**src/rtl/ps2_pkg.sv**
```systemverilog
// Shared definitions for the PS/2 receive front end: FSM encodings,
// frame length and default filter/watchdog settings.
package ps2_pkg;

  typedef enum logic [1:0] {
    ST_IDLE  = 2'd0,
    ST_SHIFT = 2'd1,
    ST_CHECK = 2'd2
  } rx_state_e;

  localparam int FRAME_EDGES        = 11;
  localparam int DEF_FILTER_LEN     = 8;
  localparam int DEF_TIMEOUT_CYCLES = 200000;
  localparam int DEF_TO_W           = 18;

  // Odd parity holds when data bits and parity bit XOR to 1.
  function automatic logic parity_ok(input logic [8:0] bits);
    return ^bits;
  endfunction

endpackage

```
**src/rtl/ps2_line_filter.sv**
```systemverilog
// 2-FF synchroniser, FILTER_LEN-sample level filter and registered
// falling-edge strobe for one PS/2 line (used for ps2_c).
module ps2_line_filter #(
  parameter int FILTER_LEN = 8
) (
  input  logic clk,
  input  logic rst_n,
  input  logic line_i,
  output logic fall_edge_o
);

  logic [1:0]            sync_q, sync_d;
  logic [FILTER_LEN-1:0] shreg_q, shreg_d;
  logic                  level_q, level_d;
  logic                  fall_q, fall_d;

  always_comb begin
    sync_d  = {sync_q[0], line_i};
    shreg_d = {shreg_q[FILTER_LEN-2:0], sync_q[1]};
    level_d = level_q;
    if (shreg_d == '0) begin
      level_d = 1'b0;
    end else if (&shreg_d) begin
      level_d = 1'b1;
    end
    // Strobe is registered together with the level, so it lands FILTER_LEN+2 cycles after the pin.
    fall_d = level_q & ~level_d;
  end

  always_ff @(posedge clk or negedge rst_n) begin
    if (!rst_n) begin
      sync_q  <= '1;
      shreg_q <= '1;
      level_q <= 1'b1;
      fall_q  <= 1'b0;
    end else begin
      sync_q  <= sync_d;
      shreg_q <= shreg_d;
      level_q <= level_d;
      fall_q  <= fall_d;
    end
  end

  assign fall_edge_o = fall_q;

endmodule

```
**src/rtl/ps2_rx_frontend.sv**
```systemverilog
// PS/2 receive front end: filtered clock edges, 11-edge frame counter and
// device-to-host deserialiser. Optional idle watchdog: PS2_RX_TIMEOUT_EN.
module ps2_rx_frontend
  import ps2_pkg::*;
#(
  parameter int FILTER_LEN     = DEF_FILTER_LEN,
  parameter int TIMEOUT_CYCLES = DEF_TIMEOUT_CYCLES,
  parameter int TO_W           = DEF_TO_W
) (
  input  logic       clk,
  input  logic       rst,
  input  logic       ps2_c,
  input  logic       ps2_d,
  input  logic       rx_en,
  output logic       fall_edge,
  output logic       trama_terminada,
  output logic [7:0] dout,
  output logic       rx_done,
  output logic       parity_err,
  output logic       frame_err
);

  rx_state_e   state_q, state_d;
  logic [3:0]  edge_cnt_q, edge_cnt_d;
  logic [9:0]  shreg_q, shreg_d;
  logic        cap_q, cap_d;
  logic [7:0]  dout_q, dout_d;
  logic [1:0]  d_sync_q, d_sync_d;
  logic        d_bit;
  logic        timeout;

  ps2_line_filter #(.FILTER_LEN(FILTER_LEN)) u_clk_filter (
    .clk         (clk),
    .rst_n       (rst),
    .line_i      (ps2_c),
    .fall_edge_o (fall_edge)
  );

  assign d_bit = d_sync_q[1];

`ifdef PS2_RX_TIMEOUT_EN
  logic [TO_W-1:0] wd_q, wd_d;

  always_comb begin
    wd_d    = '0;
    timeout = 1'b0;
    if (state_q == ST_SHIFT && !fall_edge) begin
      if (wd_q == TO_W'(TIMEOUT_CYCLES - 1)) begin
        timeout = 1'b1;
      end else begin
        wd_d = wd_q + 1'b1;
      end
    end
  end

  always_ff @(posedge clk or negedge rst) begin
    if (!rst) begin
      wd_q <= '0;
    end else begin
      wd_q <= wd_d;
    end
  end
`else
  logic [TO_W-1:0] unused_to_limit;
  assign unused_to_limit = TO_W'(TIMEOUT_CYCLES);
  assign timeout         = 1'b0;
`endif

  always_comb begin
    state_d         = state_q;
    edge_cnt_d      = edge_cnt_q;
    shreg_d         = shreg_q;
    cap_d           = cap_q;
    dout_d          = dout_q;
    d_sync_d        = {d_sync_q[0], ps2_d};
    trama_terminada = 1'b0;
    rx_done         = 1'b0;
    parity_err      = 1'b0;
    frame_err       = 1'b0;

    // Frame counter runs even with capture off so the Tx side sees its own frame end.
    if (fall_edge) begin
      if (edge_cnt_q == 4'(FRAME_EDGES - 1)) begin
        edge_cnt_d      = '0;
        trama_terminada = 1'b1;
      end else begin
        edge_cnt_d = edge_cnt_q + 4'd1;
      end
    end

    case (state_q)
      ST_IDLE: begin
        if (fall_edge) begin
          state_d   = ST_SHIFT;
          cap_d     = rx_en & ~d_bit;
          frame_err = rx_en & d_bit;
        end
      end
      ST_SHIFT: begin
        if (fall_edge) begin
          shreg_d = {d_bit, shreg_q[9:1]};
          if (edge_cnt_q == 4'(FRAME_EDGES - 1)) begin
            state_d = ST_CHECK;
          end
        end else if (timeout) begin
          state_d    = ST_IDLE;
          edge_cnt_d = '0;
          frame_err  = cap_q;
        end
      end
      ST_CHECK: begin
        state_d = ST_IDLE;
        if (cap_q) begin
          if (!shreg_q[9]) begin
            frame_err = 1'b1;
          end else if (!parity_ok(shreg_q[8:0])) begin
            parity_err = 1'b1;
          end else begin
            rx_done = 1'b1;
            dout_d  = shreg_q[7:0];
          end
        end
      end
      default: state_d = ST_IDLE;
    endcase
  end

  // The new byte is visible in the same cycle as rx_done.
  assign dout = dout_d;

  always_ff @(posedge clk or negedge rst) begin
    if (!rst) begin
      state_q    <= ST_IDLE;
      edge_cnt_q <= '0;
      shreg_q    <= '0;
      cap_q      <= 1'b0;
      dout_q     <= 8'h00;
      d_sync_q   <= '1;
    end else begin
      state_q    <= state_d;
      edge_cnt_q <= edge_cnt_d;
      shreg_q    <= shreg_d;
      cap_q      <= cap_d;
      dout_q     <= dout_d;
      d_sync_q   <= d_sync_d;
    end
  end

endmodule
```
**config.mk**
```make
export PLATFORM = sky130hd
export DESIGN_NAME = ps2_rx_frontend
export DESIGN_NICKNAME = d
export VERILOG_FILES = /design/src/rtl/ps2_pkg.sv /design/src/rtl/ps2_line_filter.sv /design/src/rtl/ps2_rx_frontend.sv
export SDC_FILE = /design/constraint.sdc
export NUM_CORES = 1
export LEC_CHECK = 0
export ABC_AREA = 0
export CORE_ASPECT_RATIO = 0.75
export CORE_MARGIN = 2
export CORE_UTILIZATION = 54
export CTS_CLUSTER_DIAMETER = 80
export DETAILED_ROUTE_END_ITERATION = 7
export GPL_TIMING_DRIVEN = 1
export PLACE_DENSITY = 0.88
export SLEW_MARGIN = 20
export SYNTH_ARGS = -nofsm -noshare
export SYNTH_HDL_FRONTEND = slang
export SYNTH_HIERARCHICAL = 1
export SYNTH_SLANG_ARGS = --single-unit
```
**constraint.sdc**
```tcl
create_clock -name clk -period 2.5 [get_ports clk]
set_input_delay 0.25 -clock clk [delete_from_list [all_inputs] [get_ports clk]]
set_output_delay 0.25 -clock clk [all_outputs]
set_load 0.01 [all_outputs]
```
# Word-level counts from Yosys, hierarchy flattened
# Cells that the tools add are included.
[op_classes] n_addsub=1 eq_ne=6 n_mux=25 bitwise_logic=5 reduce_logical=7
[op_table] operator="2-to-1 mux 8 bit" n=4
[op_table] operator="2-to-1 mux 1 bit" n=15
[op_table] operator="parity 9 bit" n=1
[op_table] operator="logical NOT 8 bit" n=1
[op_table] operator="AND reduction 8 bit" n=1
[op_table] operator="2-to-1 mux 2 bit" n=3
[op_table] operator="adder 4 x 1 -> 4 bit (second input constant)" n=1
[op_table] operator="equality test 4 bit (second input constant)" n=1
[op_table] operator="2-to-1 mux 4 bit" n=1
[op_table] operator="inequality test 2 x 1 -> 1 bit (second input constant)" n=2
[op_table] operator="one-hot mux 2 bit (2 select lines)" n=1
[op_table] operator="AND reduction 2 bit" n=2
[op_table] operator="AND 1 bit" n=3
[op_table] operator="AND reduction 3 bit" n=1
[op_table] operator="equality test 2 x 1 -> 1 bit (second input constant)" n=1
[op_table] operator="equality test 2 bit (second input constant)" n=1
[op_table] operator="logical NOT 2 bit" n=1
[op_table] operator="inequality test 2 bit (second input constant)" n=1
[op_table] operator="NOT 1 bit" n=2
[op_table] operator="one-hot mux 1 bit (2 select lines)" n=1
[word_totals] reg_bits=38 inputBits=5 output_inout_bits=13 wordCells=54

# Depth between registers and ports, before layout
[depth] word_depth=5 ltp_mapped=5 depth_no_buf=4

# By module
# The synthesis kept the hierarchy.
[by_module_without_submodules] module="ps2_rx_frontend" n_inst=1 cells_per_inst=88 area_per_inst_um2=1183.6 seq_area_each_um2=678.2
[by_module_without_submodules] module="ps2_line_filter" n_inst=1 cells_per_inst=18 area_per_inst_um2=344.1 seq_area_each_um2=287.8

# Worst setup path before layout
# No wires, ideal clock.
[synth_path] path_kind="register -> output" from="reg, netlist name shreg_q[6]" to="out dout[0]" arrival_ps=1728 required_ps=2250 path_slack_ps=522 stages_incl_launch_ff=5 n_path_buf=0 path_cell_list="dfrtp_1 > xor2_1 > xnor3_2 > mux2i_4 > mux2_2"
[synth_lines] item="to (decl)" line_no="ps2_rx_frontend.sv:17" text="output logic [7:0] dout,"

==> results.py <==
metrics = {
    "timing": {
        "min_period_ns": 2.54,
        "post-route-period-util": 1.01,
        "fmax_ghz": 0.394,
        "maxSlewHeadroom": 0.694,
        "setup_tns_ns": -0.179,
        "drv_slew": 0,
        "hold_viol_final": 0,
        "tightest_slew_ns": 0.460,
        "finClkSkew_ns": 0.0153,
        "setup_viol": 8,
        "rsz0062_at_grt": "yes",
        "layout_setup_ws_ns": -0.0369,
        "holdWs_ns": 0.357,
    },
    "route": {
        "drtAntennaViolNets": 0,
        "route.detailed.drc": 0,
        "dr.first_iter.drc_count": 62,
        "viasPerCell": 5.34,
        "drt-total-wl_um": 2990,
        "vias": 966,
        "dr.pass1.iters": 4,
        "avgRoutedWirePerCell_um": 16.5,
    },
    "placement": {
        "numPortBuffers": 17,
        "dp.cells": 164,
        "globalplace.congestion": 0.816,
        "dpl.hpwl_um": 1850,
        "dpl_cell_area_mm2": 0.00180,
        "post-place-ws_ns": -0.0698,
    },
    "critical_path": {
        "path_cells": "xor2_1 -> xnor3_2 -> mux2i_4 -> clkbuf_16 -> mux2_4 -> buf_6",
        "cp_slowest_cell": "xnor3_2",
        "critical_path_class": "reg -> out",
        "critical_path_required_ns": 2.25,
        "critPathArrivalTime_ns": 2.29,
        "worst-path-buf-inv": 2,
        "critPathTopFamily": "XOR/XNOR gates",
        "cp_max_fo": 4,
        "critPathMaxStageDelay_ns": 0.50,
        "start_kind": "flop",
        "end_kind": "output pin",
    },
    "logic_synthesis": {
        "syn_inst": 106,
        "async_flop_share": 1.00,
        "syn-cell-area_mm2": 0.00153,
        "synth_area_per_cell_um2": 14.4,
        "yosysSeqAreaShare": 0.632,
        "ys.flop_type": "dfrtp_1",
        "ys_warn_count": 6,
        "synth_seq_cells": 38,
        "syn-num-nets": 111,
        "synth.distinct_cells": 28,
        "synth_enable_flop_cells": 0,
    },
    "clock_network": {
        "path_clk_slew_ns": 0.07,
        "cts_hold_buf": 0,
        "cts_max_path_buffers": 2,
        "cts_made_buffers": 5,
        "cts_tree": "built",
        "cts_root_buf": "clkbuf_8",
        "cts_sinks": 38,
        "htree_num_levels": 2,
        "clock_latency_ns": 0.30,
    },
    "layout": {
        "utilization": 0.768,
        "layout_commonest_cell": "dfrtp_1",
        "fin_nets": 149,
        "final_area_mm2": 0.00203,
        "area_growth_pct": 32.8,
        "fill_cells": 175,
        "antenna_cells": 0,
        "final_cell_mix": "dfrtp_1 (26), buf_4 (14), dfstp_2 (12)",
        "final_cell_count_no_fill": 181,
        "drive_gt1_frac": 0.462,
    },
    "global_routing": {
        "grt_pass1_wl_um": 4870,
        "groute.usage.overall": 0.209,
        "grt_max_degree": 39,
        "antenna_found_initial": 0,
        "grt_pass1_vias": 969,
        "grt_busiest_layer": "met2",
        "grtUsageMet2": 0.344,
        "grt.overflow.total": 0,
        "grt_util_met3": 0.0548,
        "use_met1": 0.256,
    },
    "power_and_ir_drop": {
        "ir_worst_vdd_v": 0.000510,
        "leakage_nw": 0.998,
        "clkPwrFrac": 0.434,
        "p_seq_frac": 0.546,
        "intPower_mw": 0.939,
        "p_sw_frac": 0.206,
        "p_comb_frac": 0.020,
        "p_switching_mw": 0.243,
        "p_per_area_mw_per_mm2": 583,
        "power.total_mw": 1.18,
    },
    "outcome": {
        "failed_checks": "negative setup slack",
        "run_status": "finished, violations left",
    },
    "floorplan": {
        "io_pins": 18,
        "die-area_mm2": 0.00328,
        "die_h_um": 50.1,
        "core-area_mm2": 0.00264,
        "rows": 16,
        "initial_core_util": 0.578,
        "die_x_um": 65.4,
    },
    "job": {
        "cap_violations": 0,
    },
    "worst_hold_path": {
        "hold_path_class": "in -> reg",
    },
}
## cells in the mapped netlist, drive strengths merged, types with 4 or more instances
cell / count / area (um2)
dfrtp: 26 / 651
dfstp: 12 / 315
mux2: 18 / 203
nand2: 5 / 18.8
nor2: 5 / 18.8
nor2b: 4 / 25.0
o21ai: 5 / 25.0
xnor2: 4 / 35.0
## cell type report
class,count,area (um2),area share
multi-input cells,64,577,0.284
clock buffers,5,68.8,0.0339
flip-flops and latches,38,966,0.476
clock inverters,3,40.0,0.0197
inverters,2,7.51,0.00370
repair buffers,33,324,0.160
well taps,36,45.0,0.0222
## logic make-up (layout without fill, tap and decap cells)
kind of cell | Yosys count | in the layout | share of synthesized area
xor gates and xnor gates | 8 | 8 | 0.0647
AOI/OAI and AO/OA | 9 | 9 | 0.0360
buffers and inverters | 4 | 43 | 0.00983
and+or+nand+nor | 28 | 28 | 0.110
muxes | 19 | 19 | 0.147
DFF | 38 | 38 | 0.632
## per-layer routing
layer	part of all wire	wire length (um)	vias to the layer above
met1	0.44	1320	489
met4	0.027	82	0
li1	-	-	445
met3	0.032	97	10
met2	0.50	1490	22
met5	0	0	-
## power by group through the flow
stage / sequential (mW) / combinational, mW / clock (mW)
2_1_floorplan: 0.653 / 0.00528 / 0
6_report: 0.645 / 0.0242 / 0.513
3_3_place_gp: 0.655 / 0.0241 / 0
3_5_place_dp: 0.656 / 0.0251 / 0
5_1_grt: 0.647 / 0.0281 / 0.547
4_1_cts: 0.645 / 0.0251 / 0.522
## worst register-to-register path: stages (launching register included)
cell,delay (ns)
dfrtp_1,0.40
xor2_1,0.22
xnor3_2,0.50
mux2i_4,0.26
clkbuf_16,0.19
mux2_4,0.30
buf_4,0.14
## flip-flops by register name (all words and copies together) (netlist names)
| signal | count |
|---|---|
| shreg_q | 10 |
| edge_cnt_q | 4 |
| u_clk_filter/level_q | 1 |
| u_clk_filter/shreg_q | 7 |
| state_q | 2 |
| u_clk_filter/fall_edge_o | 1 |
| dout_q | 8 |
| cap_q | 1 |
| u_clk_filter/sync_q | 2 |
| d_sync_q | 2 |
## path summary, 6_finish.rpt
| kind | start | endpoint | slack [ns] | cells past startpoint |
|---|---|---|---|---|
| max in group asynchronous | rst | u_clk_filter/level_q | 1.76 | 2 |
| min in group asynchronous | rst | dout_q[1] | 0.37 | 2 |
| min reg2reg | d_sync_q[0] | d_sync_q[1] | 0.36 | 0 |
| max | shreg_q[8] | dout[1] | -0.04 | 6 |
| max reg2reg | shreg_q[8] | dout_q[0] | 0.39 | 6 |
| min | ps2_d | d_sync_q[0] | 0.36 | 1 |
## timing repair
action	in CTS	in global routing
gates cloned	0	1
resized for setup	33	19
buffers inserted	2	6
endpoints found under the hold margin	0	0
pin swaps	2	2
endpoints found under the setup margin	10	9
(Power assumes the default switching activity.)
